===== src/rtl/prng_lcg_ctrl_pkg.sv =====
// Shared types and constants for the LCG PRNG sequencer: FSM state encoding,
// default width and LCG coefficients, and the multiplier latency helper.
package prng_pkg;

    localparam int          PRNG_WIDTH = 32;
    localparam logic [31:0] LCG_A      = 32'd1664525;
    localparam logic [31:0] LCG_C      = 32'd1013904223;

    typedef enum logic [2:0] {
        IDLE,
        ISSUE,
        WAIT,
        UPDATE,
        HOLD
    } prng_state_t;

    // Operand-sampling edge plus the multiplier's output register stages.
    function automatic int mult_lat(input int depth);
        return depth + 1;
    endfunction

endpackage


===== src/rtl/prng_lcg_ctrl.sv =====
// LCG sequencer: x' = A*x + C mod 2^WIDTH using an external pipelined multiplier,
// new words presented on a valid/ready stream. Define PRNG_TEMPER_EN to xor-shift temper rand_data.
module prng_lcg_ctrl
    import prng_pkg::*;
#(
    parameter int                WIDTH      = PRNG_WIDTH,
    parameter int                MULT_DEPTH = 5,
    parameter logic [WIDTH-1:0]  A_CONST    = WIDTH'(LCG_A),
    parameter logic [WIDTH-1:0]  C_CONST    = WIDTH'(LCG_C)
) (
    input  logic                 clk,
    input  logic                 rst_n,
    input  logic                 seed_load,
    input  logic [WIDTH-1:0]     seed_value,
    output logic [WIDTH-1:0]     mult_a,
    output logic [WIDTH-1:0]     mult_b,
    input  logic [2*WIDTH-1:0]   mult_product,
    output logic [WIDTH-1:0]     rand_data,
    output logic                 rand_valid,
    input  logic                 rand_ready,
    output logic                 busy
);

    localparam int               MULT_LAT = mult_lat(MULT_DEPTH);
    localparam int               CNT_W    = $clog2(MULT_LAT) + 1;
    localparam logic [CNT_W-1:0] CNT_LOAD = CNT_W'(MULT_LAT - 1);

    prng_state_t      state, state_d;
    logic [CNT_W-1:0] cnt, cnt_d;
    logic [WIDTH-1:0] x, x_d;
    logic [WIDTH-1:0] data_d;
    logic             valid_d;
    logic [WIDTH-1:0] next_v;
    logic [WIDTH-1:0] tempered;
    logic             unused_hi;

    assign mult_b    = A_CONST;
    assign next_v    = mult_product[WIDTH-1:0] + C_CONST;
    assign unused_hi = ^mult_product[2*WIDTH-1:WIDTH];
    assign busy      = (state == ISSUE) || (state == WAIT) || (state == UPDATE);

`ifdef PRNG_TEMPER_EN
    assign tempered = next_v ^ (next_v >> (WIDTH/2));
`else
    assign tempered = next_v;
`endif

    always_ff @(posedge clk or negedge rst_n) begin
        if (!rst_n) begin
            state      <= IDLE;
            cnt        <= '0;
            x          <= '0;
            mult_a     <= '0;
            rand_data  <= '0;
            rand_valid <= 1'b0;
        end else begin
            state      <= state_d;
            cnt        <= cnt_d;
            x          <= x_d;
            // Tracks x's next value so the operand already equals x while in ISSUE.
            mult_a     <= x_d;
            rand_data  <= data_d;
            rand_valid <= valid_d;
        end
    end

    always_comb begin
        state_d = state;
        cnt_d   = cnt;
        x_d     = x;
        data_d  = rand_data;
        valid_d = rand_valid;
        if (seed_load) begin
            // Restarting the counter re-aligns capture with the new operand, so
            // products still in flight from earlier issues are never taken.
            x_d     = seed_value;
            valid_d = 1'b0;
            cnt_d   = CNT_LOAD;
            state_d = ISSUE;
        end else begin
            case (state)
                IDLE: ;
                ISSUE: begin
                    cnt_d   = CNT_LOAD;
                    state_d = WAIT;
                end
                WAIT: begin
                    if (cnt <= CNT_W'(1)) begin
                        cnt_d   = '0;
                        state_d = UPDATE;
                    end else begin
                        cnt_d = cnt - 1'b1;
                    end
                end
                UPDATE: begin
                    x_d     = next_v;
                    data_d  = tempered;
                    valid_d = 1'b1;
                    state_d = HOLD;
                end
                HOLD: begin
                    if (rand_ready) begin
                        valid_d = 1'b0;
                        state_d = ISSUE;
                    end
                end
                default: state_d = IDLE;
            endcase
        end
    end

endmodule

===== config.mk =====
export PLATFORM = sky130hd
export DESIGN_NAME = prng_lcg_ctrl
export DESIGN_NICKNAME = d
export VERILOG_FILES = /design/src/rtl/prng_lcg_ctrl_pkg.sv /design/src/rtl/prng_lcg_ctrl.sv
export SDC_FILE = /design/constraint.sdc
export NUM_CORES = 1
export LEC_CHECK = 0
export BUFFER_PORTS_ARGS = -buffer_cell sky130_fd_sc_hd__buf_2
export CORE_ASPECT_RATIO = 1.4
export CORE_UTILIZATION = 29
export DETAILED_ROUTE_END_ITERATION = 8
export PLACE_DENSITY = 0.57
export SYNTH_ARGS = -nofsm -noshare
export SYNTH_HDL_FRONTEND = slang
export SYNTH_SLANG_ARGS = --single-unit

===== constraint.sdc =====
create_clock -name clk -period 2 [get_ports clk]
set_input_delay 0 -clock clk [delete_from_list [all_inputs] [get_ports clk]]
set_output_delay 0 -clock clk [all_outputs]
set_load 0.03 [all_outputs]

==> impl_metrics.env, run 1 <==
export IMPL_setup_viol=0
export IMPL_wl_met1_mm=5.14
export IMPL_period_share=0.870
export IMPL_switching_share=0.367
export IMPL_worst_pin_slew_ps=945
export IMPL_syn_area_per_cell_um2=8.72
export IMPL_status="complete, no violations"
export IMPL_holdBufCountCts=35
export IMPL_syn2layout_area_growth_pct=38.6
export IMPL_first_global_vias=3827
export IMPL_ys_async_sr_fraction=1.00
export IMPL_num_vias=3830
export IMPL_synthCells=460
export IMPL_met3_length_um=513
export IMPL_synth_top_area_frac=0.449
export IMPL_min_to="rand_data[25]"
export IMPL_grt_usage=0.179
export IMPL_multi_input_comb_area_mm2=0.00197
export IMPL_netSwitchingPower_mw=2.05
export IMPL_wl_per_cell_um=14.8
export IMPL_nNetsFinal=740
export IMPL_power_frac_comb=0.322
export IMPL_hold_class="input pin to flop"
export IMPL_worstReg2RegEnd="x[23]"
export IMPL_crit_slowest_cell="dfrtp_1"
export IMPL_drv_slew=0
export IMPL_synth_edf_count=0
export IMPL_start_util=0.298
export IMPL_hold_depth=3
export IMPL_pin_count=198
export IMPL_drc=0
export IMPL_fmax_mhz=575
export IMPL_drive_gt1_frac=0.288
export IMPL_ff_latch_area_mm2=0.00180
export IMPL_cts_buffers=9
export IMPL_wirelength_mm=12.2
export IMPL_cp_end_kind="flop"
export IMPL_crit_fanout=12
export IMPL_power_internal_mw=3.53
export IMPL_h_tree_depth=3
export IMPL_cts_sinks=72
export IMPL_hpwl_mm=9.08
export IMPL_power_leakage_nw=2.68
export IMPL_wl_met2_mm=6.37
export IMPL_die_h_um=141
export IMPL_die_w_um=101
export IMPL_cts_tree="built"
export IMPL_antenna_cells=0
export IMPL_irDropWorstVdd_v=0.000365
export IMPL_ys_warn_count=0
export IMPL_ys_ff_latch=72
export IMPL_synth_seq_area_share=0.449
export IMPL_ys_flop_type="dfrtp_1"
export IMPL_fin_skew_ps=6.39
export IMPL_ys_top_cells_by_area="dfrtp_1 45%, nand2_1 8.0%, o21ai_0 6.2%"
export IMPL_cp_slowest_stage_delay_ps=430
export IMPL_crit_path_start_kind="flop"
export IMPL_insertion_delay_ps=340
export IMPL_worstSetupPathType="flop to flop"
export IMPL_clockBufferDepth=2
export IMPL_grt_pass1_wl_mm=19.6
export IMPL_dieArea_mm2=0.0143
export IMPL_clk_pin_slew_ps=60
export IMPL_fin_setup_tns_ps=0
export IMPL_crit_path_cell_trace="nor2b_1 > and2_1 > buf_4 > nor3b_1 > a21oi_1 > o21ai_0"
export IMPL_dp_cells=773
export IMPL_post_cts_buffers=0
export IMPL_row_count=50
export IMPL_power_density_mw_per_mm2=1000
export IMPL_power_clock_fraction=0.330
export IMPL_core_area_mm2=0.0135
export IMPL_firstDrtPassIters=4
export IMPL_holdCritStartpoint="mult_product[25]"
export IMPL_highest_layer="met4"
export IMPL_syn_area_mm2=0.00401
export IMPL_viasPerCell=4.65
export IMPL_min_period_ps=1740
export IMPL_slew_headroom=0.370
export IMPL_antenna_left=0
export IMPL_num_fill_cells=1352
export IMPL_netlist_top_cell_by_area="dfrtp_1"
export IMPL_grt_max_degree=73
export IMPL_r2r_start="state[2]"
export IMPL_yosysUniqueCellTypes=51
export IMPL_drt_iter0_drc=157
export IMPL_rrSetupSlack_ps=260
export IMPL_globalRoute_totalOverflow=0
export IMPL_routabilityCongestion=0.980
export IMPL_max_cap_violations=0
export IMPL_cts_resized=0
export IMPL_hold_viol=0
export IMPL_finalNonFillerCells=824
export IMPL_cts_root_buf="clkbuf_16"
export IMPL_cp_required_ps=2210
export IMPL_p_seq_frac=0.348
export IMPL_io_buffer_count=133
export IMPL_rsz0062_at_grt="no"
export IMPL_antenna_found_initial=1
export IMPL_r2r_cells=6
export IMPL_worst_endpoint_arrival_ps=1950
Yosys cell counts, types with 2 or more instances:
cell	count
dfrtp_1	72
nor3_1	9
o21ai_0	50
nor3b_1	10
nand3_1	2
and3_1	3
conb_1	2
a31oi_1	3
o21ai_1	5
ha_1	3
a21oi_1	28
buf_4	32
nor4_1	3
nor2_1	32
buf_1	2
nand3b_1	3
clkbuf_1	20
xnor2_1	19
xor2_1	8
nand2b_1	4
a211oi_1	7
a21o_1	3
inv_1	6
o211ai_1	2
buf_2	3
nand2_1	86
o221ai_1	6
nor2b_1	3
o31ai_1	3
or3_1	4
a21boi_0	2
or2_2	3
mux2i_1	4
cell families after synthesis:
logic type               synth area share
multiplexers                       0.0128
AND/OR/NAND/NOR                     0.196
adder cells (fa/ha/maj)           0.00936
XOR/XNOR                           0.0589
other                             0.00187
flip-flops                          0.449
buffers and inverters              0.0898
AO/OA/AOI/OAI                       0.182
worst max-delay path by stage:
stage                          start    end  slack, ps  cells after the start
CTS                         state[2]  x[23]        250                      6
global placement     mult_product[0]  x[19]        -30                      8
finish                      state[2]  x[23]        260                      6
global route                state[2]  x[22]        100                      6
detailed placement  mult_product[19]  x[31]        -60                      7
floorplan           mult_product[19]  x[31]        170                      7
critical path: cells and delay by family (launching register included):
| kind | cells | cell delay (ps) |
|---|---|---|
| and+or+nand+nor | 3 | 700 |
| DFF | 1 | 430 |
| AOI/OAI and AO/OA | 2 | 210 |
| buffers and inverters | 1 | 270 |
stage by stage:
step | setup slack, ps | power, mW | hold WS, ps | util | cell area [um2]
5_1_grt | 97.4 | 5.86 | 29.9 | 0.413 | 5560
4_1_cts | 254 | 5.64 | 15.2 | 0.413 | 5560
3_5_place_dp | -55.3 | 3.72 | 207 | 0.362 | 4870
3_3_place_gp | -28.9 | 3.69 | 194 | 0.362 | 4870
2_1_floorplan | 175 | 3.13 | -296 | - | 4130
6_report | 260 | 5.58 | 22.5 | 0.413 | 5560
flip-flops by register name, indices dropped and copies added, names as in the netlist:
signal and flops:
x 32, cnt 4, rand_valid 1, rand_data 32, state 3
metal layers:
layer  track usage  vias up
met5             0        -
met4        0.0625        0
met3        0.0382       13
met2         0.315      113
met1         0.211     1831
li1              -     1873
area by class of cell:
| cell class | count | area share |
|---|---|---|
| multi-input combinational | 355 | 0.354 |
| clock inverter | 6 | 0.0194 |
| sequential | 72 | 0.324 |
| inverter | 6 | 0.00405 |
| timing repair buffer | 193 | 0.217 |
| tap | 182 | 0.0410 |
| clock buffer | 10 | 0.0412 |
layout by cell type, fill, tap and decap left out, types with 2 or more instances in the layout:
master and instances:
buf_2 132, nand2_1 86, dfrtp_1 72, o21ai_0 50, dlygate4sd3_1 35, nor2_1 32
conb_1 32, a21oi_1 28, buf_4 26, xnor2_1 19, nor3b_1 10, nor3_1 9
clkbuf_16 9, xor2_1 8, a211oi_1 7, inv_1 6, o221ai_1 6, o21ai_1 5
or3_1 4, mux2i_1 4, nor4_1 3, nor2b_1 3, or2_2 3, a31oi_1 3
nand3b_1 3, o31ai_1 3, a21o_1 3, and3_1 3, nand2b_1 3, ha_1 3
bufinv_16 3, a21boi_0 2, o211ai_1 2, nand3_1 2, clkinv_2 2
power by group through the flow:
stage	Sequential, mW	Combinational (mW)	Clock, mW
after floorplan	2.55	0.582	0
after global placement	1.96	1.72	0
after detailed placement	1.97	1.75	0
after CTS	1.95	1.81	1.88
after global routing	1.98	1.94	1.95
final	1.94	1.79	1.84
(Power assumes the default switching activity.)
==> run 2: changes to the inputs <==
HOLD_SLACK_MARGIN = 0.08   (was unset)
PLACE_DENSITY = 0.6   (was 0.57)
SKIP_LAST_GASP = 1   (was unset)
==> impl_metrics.env, run 2 (synthesis results as in run 1) <==
export IMPL_netSwitchingPower_mw=2.07
export IMPL_cts_root_buf="clkbuf_16"
export IMPL_hpwl_mm=9.07
export IMPL_wirelength_mm=12.2
export IMPL_cts_buffers=9
export IMPL_irDropWorstVdd_v=0.000329
export IMPL_grt_usage=0.175
export IMPL_period_share=0.928
export IMPL_clk_pin_slew_ps=60
export IMPL_globalRoute_totalOverflow=0
export IMPL_clockBufferDepth=2
export IMPL_use_met3=0.0377
export IMPL_grt_busiest_layer="met2"
export IMPL_fmax_mhz=539
export IMPL_core_area_mm2=0.0135
export IMPL_path_depth=8
export IMPL_nNetsFinal=759
export IMPL_crit_path_start_kind="input pin"
export IMPL_finalNonFillerCells=844
export IMPL_grt_pass1_wl_mm=19.0
export IMPL_crit_fanout=5
export IMPL_top_regs="rand_data: 32 flops, x: 32 flops, cnt: 4 flops"
export IMPL_power_frac_comb=0.331
export IMPL_max_cap_violations=0
export IMPL_hold_viol=0
export IMPL_drv_slew=0
export IMPL_row_count=50
export IMPL_crit_path_cell_trace="dlygate4sd3_1 > buf_2 > nand3_2 > or4_4 > a311oi_4 > o21ai_1 > xor2_1 > o221ai_2"
export IMPL_cp_slowest_stage_delay_ps=530
export IMPL_power_leakage_nw=2.75
export IMPL_worstSetupPathType="input pin to flop"
export IMPL_die_w_um=101
export IMPL_layout_common_cells="132 x buf_2, 86 x nand2_1, 72 x dfrtp_1"
export IMPL_setup_viol=0
export IMPL_syn2layout_area_growth_pct=43.1
export IMPL_insertion_delay_ps=330
export IMPL_grtUsageMet1=0.209
export IMPL_dp_cells=777
export IMPL_cts_sinks=72
export IMPL_crit_family="buffers and inverters"
export IMPL_antenna_left=0
export IMPL_viasPerCell=4.58
export IMPL_p_seq_frac=0.353
export IMPL_drc=0
export IMPL_wl_per_cell_um=14.4
export IMPL_switching_share=0.376
export IMPL_cts_tree="built"
export IMPL_status="complete, no violations"
export IMPL_num_fill_cells=1366
export IMPL_cp_end_kind="flop"
export IMPL_dieArea_mm2=0.0143
export IMPL_antenna_found_initial=1
export IMPL_routabilityCongestion=0.890
export IMPL_hold_depth=4
export IMPL_met2_usage=0.297
export IMPL_io_buffer_count=133
export IMPL_first_global_vias=3771
export IMPL_power_clock_fraction=0.316
export IMPL_grt_max_degree=73
export IMPL_power_internal_mw=3.43
export IMPL_p_total_mw=5.50
export IMPL_final_common_cell="buf_2"
export IMPL_pin_count=198
export IMPL_cp_required_ps=2210
export IMPL_fin_setup_tns_ps=0
export IMPL_firstDrtPassIters=4
export IMPL_hold_class="input pin to flop"
export IMPL_start_util=0.298
export IMPL_worst_pin_slew_ps=923
export IMPL_power_density_mw_per_mm2=957
export IMPL_crit_slowest_cell="dlygate4sd3_1"
export IMPL_num_vias=3866
export IMPL_min_period_ps=1860
export IMPL_worst_path_buf_inv=2
export IMPL_drive_gt1_frac=0.289
export IMPL_fin_skew_ps=6.05
export IMPL_die_h_um=141
export IMPL_drt_iter0_drc=163
export IMPL_h_tree_depth=3
export IMPL_rsz0062_at_grt="no"
export IMPL_worst_endpoint_arrival_ps=2070
export IMPL_r2r_cells=6
export IMPL_slew_headroom=0.384
run 2: timing repair:
item | CTS | global route
hold endpoints to repair | 118 | 0
hold buffers | 50 | 0
gates resized for setup | 0 | 2
endpoints found under the setup margin | 0 | 2
setup buffers | 0 | 0
run 2: layout make-up:
cell class / count / area [um2] / share of cell area
Multi-Input combinational cell: 355 / 1980 / 0.345
Sequential cell: 72 / 1800 / 0.314
Timing Repair Buffer: 212 / 1390 / 0.241
Tap cell: 182 / 228 / 0.0397
Clock buffer: 9 / 225 / 0.0392
Clock inverter: 7 / 95.1 / 0.0166
Inverter: 6 / 22.5 / 0.00392
Antenna cell: 1 / 2.50 / 0.000436
run 2: path summary, 6_finish.rpt:
check | to | slack (ps) | startpoint
max in group asynchronous | x[3] | 1050 | rst_n
min in group asynchronous | x[30] | 350 | rst_n
setup / recovery | x[31] | 140 | mult_product[23]
hold / removal | rand_data[10] | 90 | mult_product[10]
hold reg to reg | rand_data[18] | 480 | rand_data[18]
setup reg to reg | x[12] | 240 | state[1]
run 2: tightest hold or removal path: stages:
cell and delay (ps):
buf_2 130, xor2_1 90, nand2_1 100, nand2_1 60
run 2: per-stage QoR:
stage                     area (um2)   util  setup WS, ps  hold WS [ps]
after global placement          4900  0.365         -61.1           184
after global routing            5740  0.427          20.9           101
after CTS                       5720  0.426           111          89.1
after floorplan                 4130      -           175          -296
final                           5740  0.427           143          86.3
after detailed placement        4900  0.365         -69.4           197
run 2: power by group through the flow:
| stage | clock, mW | combinational, mW | sequential [mW] |
|---|---|---|---|
| finish | 1.73 | 1.82 | 1.94 |
| global route | 1.84 | 1.97 | 1.98 |
| CTS | 1.78 | 1.83 | 1.95 |
| detailed placement | 0 | 1.75 | 1.97 |
| global placement | 0 | 1.73 | 1.96 |
| floorplan | 0 | 0.582 | 2.55 |
run 2: per-layer routing:
metal  wire length, um  vias to the layer above
met1              5170                     1792
li1                  -                     1919
met2              6150                      125
met3               496                       30
met5                 0                        -
met4               374                        0
==> run 3: changes to the inputs <==
SETUP_SLACK_MARGIN = 0.15   (was unset)
==> impl_metrics.env, run 3 (synthesis results as in run 1) <==
export IMPL_status="complete, no violations"
export IMPL_fin_area_mm2=0.00577
export IMPL_hold_class="input pin to flop"
export IMPL_worst_endpoint_arrival_ps=1990
export IMPL_antenna_left=0
export IMPL_layout_common_cells="131 x buf_2, 85 x nand2_1, 72 x dfrtp_1"
export IMPL_dieArea_mm2=0.0143
export IMPL_cts_root_buf="clkbuf_16"
export IMPL_crit_slowest_cell="dlygate4sd3_1"
export IMPL_placed_cell_area_mm2=0.00490
export IMPL_syn2layout_area_growth_pct=43.7
export IMPL_top_regs="rand_data: 32 flops, x: 32 flops, cnt: 4 flops"
export IMPL_worstSetupPathType="input pin to flop"
export IMPL_max_cap_violations=0
export IMPL_die_h_um=141
export IMPL_cts_sinks=72
export IMPL_power_leakage_nw=2.76
export IMPL_drt_iter0_drc=153
export IMPL_finalNonFillerCells=845
export IMPL_num_vias=3890
export IMPL_row_count=50
export IMPL_routabilityCongestion=0.890
export IMPL_startpoint="mult_product[11]"
export IMPL_cp_required_ps=2210
export IMPL_io_buffer_count=133
export IMPL_insertion_delay_ps=330
export IMPL_min_period_ps=1790
export IMPL_antenna_found_initial=1
export IMPL_worst_pin_slew_ps=938
export IMPL_drc=0
export IMPL_firstDrtPassIters=4
export IMPL_setup_viol=0
export IMPL_wirelength_mm=12.2
export IMPL_num_fill_cells=1365
export IMPL_drv_slew=0
export IMPL_r2r_start="state[1]"
export IMPL_hold_viol=0
export IMPL_fmax_mhz=560
export IMPL_cts_buffers=9
export IMPL_fin_setup_tns_ps=0
export IMPL_nNetsFinal=760
export IMPL_start_util=0.298
export IMPL_rsz0062_at_grt="yes"
export IMPL_cp_slowest_stage_delay_ps=550
export IMPL_clk_pin_slew_ps=60
export IMPL_holdCritStartpoint="mult_product[10]"
export IMPL_die_w_um=101
export IMPL_globalRoute_totalOverflow=0
export IMPL_grt_max_degree=73
export IMPL_cts_tree="built"
export IMPL_core_area_mm2=0.0135
export IMPL_clockBufferDepth=2
export IMPL_pin_count=198
export IMPL_crit_fanout=5
export IMPL_grt_pass1_wl_mm=19.0
export IMPL_grt_usage=0.175
export IMPL_crit_path_start_kind="input pin"
export IMPL_crit_path_cell_trace="dlygate4sd3_1 > buf_6 > nand2_2 > or2_2 > buf_6 > a311oi_4 > o21ai_1 > xor2_1 > o221ai_2"
export IMPL_holdWs_ps=95.0
export IMPL_final_common_cell="buf_2"
export IMPL_critical_path_most_common_cell="buf_6"
export IMPL_cp_end_kind="flop"
export IMPL_hpwl_mm=9.07
export IMPL_timing_final_ws_setup_ps=213
export IMPL_irDropWorstVdd_v=0.000329
export IMPL_dp_slack_ps=-69.4
export IMPL_drive_gt1_frac=0.293
export IMPL_period_share=0.894
export IMPL_power_density_mw_per_mm2=953
export IMPL_slew_headroom=0.375
export IMPL_viasPerCell=4.60
export IMPL_wl_per_cell_um=14.5
export IMPL_final_util=0.429
export IMPL_dp_cells=777
export IMPL_p_total_mw=5.50
export IMPL_first_global_vias=3773
export IMPL_h_tree_depth=3
export IMPL_fin_skew_ps=5.68
[run 3: cell count changes in the layout (fill, tap and decap cells not counted), sizes merged]
cell  previous run  this run
buf            162       163
[run 3: timing repair]
item | in CTS | in global routing
setup buffers | 0 | 1
endpoints found under the setup margin | 0 | 17
hold endpoints to repair | 118 | 0
gates resized for setup | 0 | 8
hold buffers | 50 | 0
[run 3: power breakdown]
part	leakage (nW)	internal [mW]	switching, mW
logic	1.72	0.577	1.25
registers	0.887	1.76	0.177
clock network	0.156	1.09	0.635
[run 3: final cells by class]
| cell class | count | area (um2) | area share |
|---|---|---|---|
| tap | 182 | 228 | 0.0395 |
| sequential | 72 | 1800 | 0.312 |
| multi-input combinational | 355 | 1990 | 0.345 |
| timing repair buffer | 213 | 1400 | 0.243 |
| antenna | 1 | 2.50 | 0.000434 |
| inverter | 6 | 22.5 | 0.00391 |
| clock buffer | 9 | 225 | 0.0391 |
| clock inverter | 7 | 95.1 | 0.0165 |
[run 3: path summary, 6_finish.rpt]
kind,to,slack [ps],cells past startpoint
max in group asynchronous,x[3],1030,2
worst min-delay path,rand_data[10],100,4
worst max-delay path,x[31],210,9
min in group asynchronous,x[30],360,2
worst min register to register,rand_data[3],480,2
worst max register to register,x[12],350,6
[run 3: worst max-delay path: cells and delay by family]
kind | cells | cell delay, ps
compound gates | 3 | 540
xor+xnor | 1 | 270
simple gates | 2 | 370
buf+inv | 3 | 810
[run 3: metal layers]
metal	global-route usage	vias up	wire length, um
met5	0	-	0
met4	0.0854	0	310
met3	0.0357	25	482
met2	0.296	127	6200
met1	0.209	1822	5240
li1	-	1916	-
